$ cat config.mk
export PLATFORM = sky130hd
export DESIGN_NAME = ps2_host_tx
export DESIGN_NICKNAME = d
export VERILOG_FILES = /design/src/rtl/ps2_pkg.sv /design/src/rtl/ps2_sync_edge.sv /design/src/rtl/ps2_host_tx.sv
export SDC_FILE = /design/constraint.sdc
export NUM_CORES = 1
export LEC_CHECK = 0
export BUFFER_PORTS_ARGS = -buffer_cell sky130_fd_sc_hd__buf_4
export CELL_PAD_IN_SITES_DETAIL_PLACEMENT = 1
export CELL_PAD_IN_SITES_GLOBAL_PLACEMENT = 1
export CORE_MARGIN = 1.5
export CORE_UTILIZATION = 35
export DETAILED_ROUTE_END_ITERATION = 16
export PLACE_DENSITY = 0.68
export RECOVER_POWER = 100
export SLEW_MARGIN = 20
export SYNTH_ARGS = -nofsm -noshare
export SYNTH_HDL_FRONTEND = slang
export SYNTH_HIERARCHICAL = 1
export SYNTH_SLANG_ARGS = --single-unit
$ cat constraint.sdc
create_clock -name clk -period 2.5 [get_ports clk]
set_input_delay 0.5 -clock clk [delete_from_list [all_inputs] [get_ports clk]]
set_output_delay 0.5 -clock clk [all_outputs]
set_load 0.05 [all_outputs]
$ cat src/rtl/ps2_pkg.sv
// ps2_pkg: shared state encoding and command bytes for the PS/2 host transmitter
package ps2_pkg;
  typedef enum logic [2:0] {IDLE, INHIBIT, REQ, SEND, ACK, WAITIDLE} ps2_state_e;
  localparam logic [7:0] CMD_SET_LED = 8'hED;
  localparam logic [7:0] CMD_ECHO    = 8'hEE;
  localparam logic [7:0] CMD_ENABLE  = 8'hF4;
  localparam logic [7:0] CMD_RESET   = 8'hFF;
  function automatic logic odd_parity(input logic [7:0] b);
    return ~^b;
  endfunction
endpackage

$ cat src/rtl/ps2_sync_edge.sv
// ps2_sync_edge: 2-flop synchronizer with falling-edge detect on the synchronized level
module ps2_sync_edge (
  input  logic clk,
  input  logic rst,
  input  logic pin_i,
  output logic level_o,
  output logic fall_o
);
  logic s1_q, s2_q, prev_q;
  always_ff @(posedge clk or negedge rst) begin
    if (!rst) begin
      s1_q <= 1'b1;
      s2_q <= 1'b1;
      prev_q <= 1'b1;
    end else begin
      s1_q <= pin_i;
      s2_q <= s1_q;
      prev_q <= s2_q;
    end
  end
  assign level_o = s2_q;
  assign fall_o = prev_q & ~s2_q;
endmodule

$ cat src/rtl/ps2_host_tx.sv
// ps2_host_tx: host-to-device PS/2 command byte transmitter with ACK check and watchdog
module ps2_host_tx
  import ps2_pkg::*;
#(
  parameter int INHIBIT_CYCLES = 10000,
  parameter int TIMEOUT_CYCLES = 2000000
) (
  input  logic       clk,
  input  logic       rst,
  input  logic       tx_valid,
  input  logic [7:0] tx_data,
  output logic       tx_ready,
  input  logic       ps2_clk_in,
  input  logic       ps2_data_in,
  output logic       ps2_clk_oe,
  output logic       ps2_data_oe,
  output logic       busy,
  output logic       done,
  output logic       ack_ok,
  output logic       timeout
);
  localparam int MAXC = INHIBIT_CYCLES > TIMEOUT_CYCLES ? INHIBIT_CYCLES : TIMEOUT_CYCLES;
  localparam int CW = $clog2(MAXC + 1);
  ps2_state_e state_q;
  logic [9:0] frame_q;
  logic [3:0] bit_q;
  logic [CW-1:0] cnt_q, cnt_d;
  logic clk_oe_q, data_oe_q, done_q, ack_q, to_q;
  logic clk_lvl, clk_fall, data_lvl, data_fall_unused;
  ps2_sync_edge u_clk_sync (.clk(clk), .rst(rst), .pin_i(ps2_clk_in), .level_o(clk_lvl), .fall_o(clk_fall));
  ps2_sync_edge u_data_sync (.clk(clk), .rst(rst), .pin_i(ps2_data_in), .level_o(data_lvl), .fall_o(data_fall_unused));
  assign cnt_d = cnt_q + CW'(1);
  // done is raised while still busy, so tx_ready returns only on the following cycle
  always_ff @(posedge clk or negedge rst) begin
    if (!rst) begin
      state_q <= IDLE;
      frame_q <= '0;
      bit_q <= '0;
      cnt_q <= '0;
      clk_oe_q <= 1'b0;
      data_oe_q <= 1'b0;
      done_q <= 1'b0;
      ack_q <= 1'b0;
      to_q <= 1'b0;
    end else begin
      done_q <= 1'b0;
      to_q <= 1'b0;
      if (done_q) state_q <= IDLE;
      else case (state_q)
        IDLE: if (tx_valid) begin
          frame_q <= {1'b1, odd_parity(tx_data), tx_data};
          cnt_q <= '0;
          clk_oe_q <= 1'b1;
          ack_q <= 1'b0;
          state_q <= INHIBIT;
        end
        INHIBIT: begin
          cnt_q <= cnt_d;
          if (cnt_q == CW'(INHIBIT_CYCLES - 2)) data_oe_q <= 1'b1;
          if (cnt_q == CW'(INHIBIT_CYCLES - 1)) begin
            clk_oe_q <= 1'b0;
            state_q <= REQ;
          end
        end
        REQ: begin
          cnt_q <= CW'(1);
          bit_q <= '0;
          state_q <= SEND;
        end
        default: begin
          cnt_q <= clk_fall ? '0 : cnt_d;
          if (!clk_fall && cnt_q == CW'(TIMEOUT_CYCLES - 1)) begin
            clk_oe_q <= 1'b0;
            data_oe_q <= 1'b0;
            ack_q <= 1'b0;
            to_q <= 1'b1;
            done_q <= 1'b1;
          end else if (state_q == SEND && clk_fall) begin
            data_oe_q <= ~frame_q[bit_q];
            bit_q <= bit_q + 4'd1;
            if (bit_q == 4'd9) state_q <= ACK;
          end else if (state_q == ACK && clk_fall) begin
            ack_q <= ~data_lvl;
            state_q <= WAITIDLE;
          end else if (state_q == WAITIDLE && clk_lvl && data_lvl) done_q <= 1'b1;
        end
      endcase
    end
  end
  assign tx_ready = state_q == IDLE;
  assign busy = state_q != IDLE;
  assign ps2_clk_oe = clk_oe_q;
  assign ps2_data_oe = data_oe_q;
  assign done = done_q;
  assign ack_ok = ack_q;
  assign timeout = to_q;
endmodule
==> flow_results.org, run 1 <==
** Run status
- The flow ran to the end, and the final reports show no timing, DRC or antenna violations.

** Setup path
- Critical setup path kind :: register to primary output
- Worst reg-to-reg setup slack :: 0.46 ns
- Kind of launch point of the worst setup path :: register
- Worst EP arrival :: 1.69 ns
- Along the worst path, the maximum fanout reaches 10.
- For this design, the slowest cell found on the critical path is sky130_fd_sc_hd__dfrtp_1.
- The largest single stage delay on the critical path is 0.55 ns.
- The signal on the critical path passes through inv_1 > nand3_1 > clkbuf_1.
- For the worst setup path, the data required time is 2.00 ns.
- The worst setup path is captured at a primary output.

** Clock tree
- Source-to-sink clock delay at the later pin of the worst-skew pair :: 0.31 ns
- Number of cells upsized or downsized after cts :: 0
- Number of CTS-inserted buffers :: 5
- Buffers inserted to repair hold after CTS numbered 0.
- In this run the clock root is driven by a sky130_fd_sc_hd__clkbuf_8.
- The H-tree was split into 2 levels.
- The longest clock path from root to sink contains 2 buffers.
- CTS tree :: yes
- Buffers added to address setup during post-CTS repair amount to 0.
- Counting every sink on the clock net gives 48.
- After clock tree synthesis, the clock-pin slew on the worst setup and hold paths is 0.10 ns.

** Detailed routing
- DR DRC count :: 0
- In this run the remaining antenna-violating nets after routing total 0.
- The detailed router finished its first iteration with 41 violations.
- Top sig layer :: met4
- WL met3 :: 123 um
- Summed over all nets, wire length on met2 after detailed routing comes to 2970 um.
- Vias per cell :: 5.24
- The final layout contains routed wiring with a total length of 6060 um.
- The final route contains 1938 vias.
- Average detailed-routed wire length per instance :: 16.4 um
- Iteration count of the initial detailed-routing pass :: 4
- Wire length the detailed router placed on met1 :: 2920 um

** Global route
- Remaining global-route overflow :: 0
- Pin count of the biggest net entering global routing :: 49
- The first global-routing pass estimated 10200 um of wire.
- The initial antenna violation count was 0.
- Vias in the first global route :: 2065
- Tot GR Track Use :: 17.2%

** Layout
- Compared with the post-synthesis result, the final layout area differs by 12.0%.
- The number of antenna diodes in the final layout is 0.
- The sequential cells in the finished layout cover a total of 1210 um^2.
- Fraction of final layout cells with drive strength greater than 1 :: 16.1%
- The filler cells instantiated in the layout total 794.
- The library cells used most frequently in the layout, excluding fill and tap cells, are 43 x sky130_fd_sc_hd__dfrtp_1, 29 x sky130_fd_sc_hd__nor2_1, 16 x sky130_fd_sc_hd__nand2_1.
- In the final design database the tool counted 290 nets.
- Leaving out fill and tap cells, the most frequent cell in the layout is sky130_fd_sc_hd__dfrtp_1.
- For this run, the number of standard cells in the final layout without fillers is 370.
- In the final layout, the multi-input gates occupy 1240 um^2.

** Floorplan
- The die covers 7820 um^2.
- 20 I/O pins were placed.
- For this configuration, the core starts out at a cell density of 36.8%.
- The floorplan step set the die width to 88.4 um.
- Measured along the y axis, the die boundary spans 88.4 um.
- Core box area :: 6940 um^2
- Row generation in the floorplan step produced 30 rows.

** Min path
- Worst hold path type :: input port to register

** Power and ir drop
- Static leakage :: 1.16 nW
- Net switching is 34.5% of the power.
- Net load switching power :: 750 uW
- Peak VDD IR :: 357 uV
- Cell internal power was estimated by the tool at 1.42 mW.
- In this run the power density over the cells is 759 nW/um^2.
- Combinational cells account for 28.3% of the total power.
- Share of power burned in the clock network :: 26.4%
- Registers are responsible for 45.3% of the overall power.

** Logic synthesis
- Mean Syn Cell Area :: 10.1 um^2
- Post-Synthesis Cells :: 253
- Synthesis produced a netlist with a net count of 270.
- For this run, the number of Yosys warnings is 6.
- The synthesized netlist occupies a cell area of 2550 um^2.

** STA
- For the finished layout, the period the worst path requires is 2.19 ns.
- Worst Tran Pin Value :: 1.21 ns
- Setup violations remaining at the end of the flow were counted as 0.
- RSZ-0062 raised after global routing :: no
- Final total negative setup slack :: 0 ns
- Headroom to the max-slew limit came out at 19.2%.
- Clock skew after layout :: 0.0114 ns
- Derived from the worst setup path, the maximum achievable clock frequency is 0.456 GHz.
- Number of pins exceeding their max-slew limit in the final report :: 0
- The number of hold violations in the final report is 0.
- Of the available clock period, the critical path in the final layout requires 87.8%.

** Placement
- Cell total after placement :: 362
- At the end of routability-driven placement, the weighted congestion stood at 0.752.
- During placement, the flow inserted port buffers numbering 19.
- Total half-perimeter wirelength after legalization and detailed placement :: 4490 um

** Job
- Number of maximum-capacitance violations :: 0
-- registers in the layout, summed over array words and instances (netlist names), 3 cells and up --
register and count:
bit_q 4, frame_q 10, state_q 3, cnt_q 21
-- through the flow --
stage	worst slack (ns)	instance area, um^2	hold WS (ns)	total power [mW]	utilization, %
after floorplan	0.120	2550	0.204	1.44	-
after CTS	0.440	2920	0.228	2.24	42.1
after global routing	0.183	2860	0.282	2.30	41.2
final	0.306	2860	0.299	2.17	41.2
after detailed placement	0.483	2810	0.347	1.66	40.5
after global placement	0.299	2810	0.346	1.64	40.4
-- path summary, 6_finish.rpt --
check                            startpoint             endpoint  cells after the start
max                              state_q[0]                 busy                      3
min in group asynchronous               rst               ack_ok                      1
max reg2reg                       cnt_q[12]           ps2_clk_oe                      5
min reg2reg                u_data_sync/s1_q  u_data_sync/level_o                      0
max in group asynchronous               rst             cnt_q[9]                      1
min                             ps2_data_in     u_data_sync/s1_q                      1
-- critical path, delay by kind of cell, from the launching register on --
kind / cells / cell delay [ns]
buf+inv: 2 / 0.70
simple gates: 1 / 0.14
flops: 1 / 0.55
-- area by class of cell --
cell class / count / share of cell area, %
tap: 96 / 4.20
multi-input combinational: 184 / 43.3
clock buffer: 5 / 2.40
sequential: 48 / 42.2
timing repair buffer: 24 / 5.07
clock inverter: 3 / 1.49
inverter: 10 / 1.31
-- power by group through the flow --
stage	Clock (mW)	Sequential [mW]	Combinational (mW)
global route	0.628	0.999	0.676
global placement	0	0.995	0.645
floorplan	0	0.981	0.461
finish	0.573	0.983	0.615
CTS	0.587	0.989	0.663
detailed placement	0	1.00	0.661
-- per-layer routing --
metal  global-route usage (%)  up-vias
met5                        0        -
met2                     30.1       22
met1                     22.1      974
met3                     3.36        5
li1                         -      937
met4                     3.69        0
Note: power is estimated with default switching activity, not from simulation.
==> run 2, diff against run 1 <==
==> constraint.sdc (replaced) <==
create_clock -name clk -period 2.5 [get_ports clk]
set_input_delay 0.25 -clock clk [delete_from_list [all_inputs] [get_ports clk]]
set_output_delay 0.25 -clock clk [all_outputs]
set_load 0.05 [all_outputs]
==> flow_results.org, run 2 (synthesized netlist as in run 1, its figures left out) <==
** Setup path
- Number of cells traversed by the worst register-to-register path :: 4 (was 5)
- The kind of cell adding the most delay to the critical path is simple AND/OR/NAND/NOR gates (was buffers and inverters).
- List of cells traversed by the critical path: nor2b_2 > a21oi_1 > nor2_2 > nor2_1 (was inv_1 > nand3_1 > clkbuf_1).
- Kind of launch point of the worst setup path :: register (unchanged)
- Buf/Inv on CP :: 0 (was 2)
- The type of the worst setup path is register to register (was register to primary output).
- Crit Reg-Reg Endpoint :: cnt_q[12] (was ps2_clk_oe)
- The largest driver fanout on the critical path was 17 (was 10).
- The kind of end point of the critical path is a register (was primary output).
- The launching point of the worst reg2reg path was u_clk_sync/prev_q (was cnt_q[12]).
- The delay of the slowest critical-path stage is 0.65 ns (was 0.55 ns).
- Worst EP arrival :: 2.31 ns (was 1.69 ns)
- The worst-path cell with the longest stage delay was sky130_fd_sc_hd__nor2_2 (was sky130_fd_sc_hd__dfrtp_1).
- The timing startpoint of the critical path is u_clk_sync/prev_q (was state_q[0]).
- The minimum setup slack among reg-to-reg paths is 0.34 ns (was 0.46 ns).
- The data required time of the critical path was 2.65 ns (was 2.00 ns).

** Global route
- The wire length of the first global-routing pass came to 10600 um (was 10200 um).
- The met1 capacity usage during global routing is 23.4% (was 22.1%).
- Met3 layer usage reported by global route :: 3.45% (was 3.36%)
- Antenna violations before repair :: 0 (unchanged)
- The global-route track usage on met2 is 29.6% (was 30.1%).
- Pin count of the biggest net entering global routing :: 49 (unchanged)
- Most used routing layer :: met2 (unchanged)
- Vias in the first global route :: 2052 (was 2065)
- Tot GR Track Use :: 17.7% (was 17.2%)
- The overall overflow remaining after global route was 0 (unchanged).

** STA
- Final Hold Violating Endpoints :: 0 (unchanged)
- Count of final setup violators :: 0 (unchanged)
- The maximum clock rate came to 0.463 GHz (was 0.456 GHz).
- Worst Tran Pin Value :: 1.20 ns (was 1.21 ns)
- Headroom to the max-slew limit :: 20.0% (was 19.2%)
- Final total negative setup slack :: 0 ns (unchanged)
- RSZ-0062 raised after global routing: no (unchanged).
- Minimum clock period :: 2.16 ns (was 2.19 ns)
- The final worst-path setup slack came to 0.338 ns (was 0.306 ns).
- Number of pins exceeding their max-slew limit in the final report :: 0 (unchanged)
- Clock skew after layout :: 0.00860 ns (was 0.0114 ns)
- The share of the clock period used by the worst path came to 86.5% (was 87.8%).

** Detailed routing
- The DRC marker count from the first detailed-route iteration is 68 (was 41).
- DR DRC count :: 0 (unchanged)
- The average vias per placed instance is 5.29 (was 5.24).
- The number of antenna-violating nets in the routed design came to 0 (unchanged).
- The routed via count is 1964 (was 1938).
- Iteration count of the initial detailed-routing pass :: 4 (unchanged)
- The total wire length was 6120 um (was 6060 um).
- The detail-routed net length per standard cell was 16.5 um (was 16.4 um).

** Min path
- Worst hold path type :: input port to register (unchanged)
- The capture endpoint of the worst hold path is u_data_sync/s1_q (unchanged).
- Hold Crit Start :: ps2_data_in (unchanged)
- The worst hold path stage count came to 1 (unchanged).

** Clock tree
- Count of hold-fix buffers inserted at cts :: 1 (was 0)
- Maximum count of clock buffers along a single path :: 2 (unchanged)
- Source-to-sink clock delay at the later pin of the worst-skew pair :: 0.30 ns (was 0.31 ns)
- The number of clock buffers inserted by TritonCTS came to 5 (unchanged).
- CTS Root Cell :: sky130_fd_sc_hd__clkbuf_8 (unchanged)
- The number of clock sinks seen by CTS was 48 (unchanged).
- Clock Pin Slew Worst Setup and Hold Paths :: 0.09 ns (was 0.10 ns)
- The TritonCTS clock tree is yes (unchanged).
- The number of setup buffers added after CTS is 0 (unchanged).
- The maximum level of the CTS H-tree was 2 (unchanged).
- Number of cells upsized or downsized after cts :: 0 (unchanged)

** Job
- The max-capacitance violation count is 0 (unchanged).

** Floorplan
- The height of the die is 88.4 um (unchanged).
- The boundary pin count came to 20 (unchanged).
- The number of placement rows came to 30 (unchanged).
- Core box area :: 6940 um^2 (unchanged)
- The starting density of the core came to 36.8% (unchanged).
- Die area :: 7820 um^2 (unchanged)
- The die extent in x is 88.4 um (unchanged).

** Layout
- Max FFs per register :: 21 (unchanged)
- Diodes inserted :: 0 (unchanged)
- The layout overhead on the synthesized area came to 12.3% (was 12.0%).
- The total number of nets in the final design was 291 (was 290).
- Final instance area :: 2870 um^2 (was 2860 um^2)
- Leading cell types in the layout, fill and taps excluded :: 43 x sky130_fd_sc_hd__dfrtp_1, 29 x sky130_fd_sc_hd__nor2_1, 16 x sky130_fd_sc_hd__nand2_1 (unchanged)
- The commonest non-fill, non-tap cell in the layout is sky130_fd_sc_hd__dfrtp_1 (unchanged).
- Top Registers: cnt_q: 21 flops, frame_q: 10 flops, bit_q: 4 flops (unchanged).
- Core utilization of the finished layout :: 41.3% (was 41.2%)
- The proportion of layout cells with a drive suffix above 1 came to 15.6% (was 16.1%).
- Register with the most flip-flops :: cnt_q (unchanged)

** Placement
- The worst-case setup slack after placement was 0.521 ns (was 0.483 ns).
- RD Place Congestion :: 0.764 (was 0.752)
- The post-detailed-placement cell area was 2810 um^2 (unchanged).
- The HPWL after detailed placement was 4400 um (was 4490 um).
- The count of port buffers added during placement is 19 (unchanged).

** Run status
- Outcome :: completed (unchanged)

** Power and ir drop
- Peak VDD IR :: 233 uV (was 357 uV)
- The total power per unit cell area was 755 nW/um^2 (was 759 nW/um^2).
- The standby leakage power was 1.16 nW (about the same).
- Pwr Total :: 2.17 mW (about the same)
[run 2: cell types whose count changed in the layout (fill, tap and decap cells not counted), sizes merged]
| cell | before | now |
|---|---|---|
| dlygate4sd3 | 0 | 1 |
[run 2: worst max path at each step]
stage | cells after the start | slack [ns] | end
after CTS | 6 | 0.46 | cnt_q[12]
final | 4 | 0.34 | cnt_q[12]
after detailed placement | 6 | 0.52 | cnt_q[12]
after global placement | 4 | 0.31 | cnt_q[10]
after floorplan | 7 | 0.12 | frame_q[0]
after global routing | 4 | 0.14 | cnt_q[13]
[run 2: layout make-up]
cell class | count | area [um^2]
fillers | 801 | 4070
clock inverters | 3 | 42.5
repair buffers | 25 | 154
clock buffers | 5 | 68.8
inverters | 10 | 37.5
flip-flops and latches | 48 | 1210
well taps | 96 | 120
multi-input cells | 184 | 1240
[run 2: per-layer routing]
metal,wire length (um),up-vias
met3,141,7
li1,-,935
met5,0,-
met1,2960,1000
met4,68,0
met2,2950,22
[run 2: per-stage QoR]
step           std cells  hold slack (ns)
2_1_floorplan        253          -0.0456
3_3_place_gp         362            0.313
3_5_place_dp         362            0.320
4_1_cts              371           0.0362
5_1_grt              371           0.0324
6_report             371           0.0497
[run 2: report_power, final]
group	total [mW]	internal (mW)	leakage [nW]	switching, mW
Sequential	0.978	0.890	0.621	0.0888
Combinational	0.622	0.233	0.485	0.389
Clock	0.566	0.296	0.0541	0.270
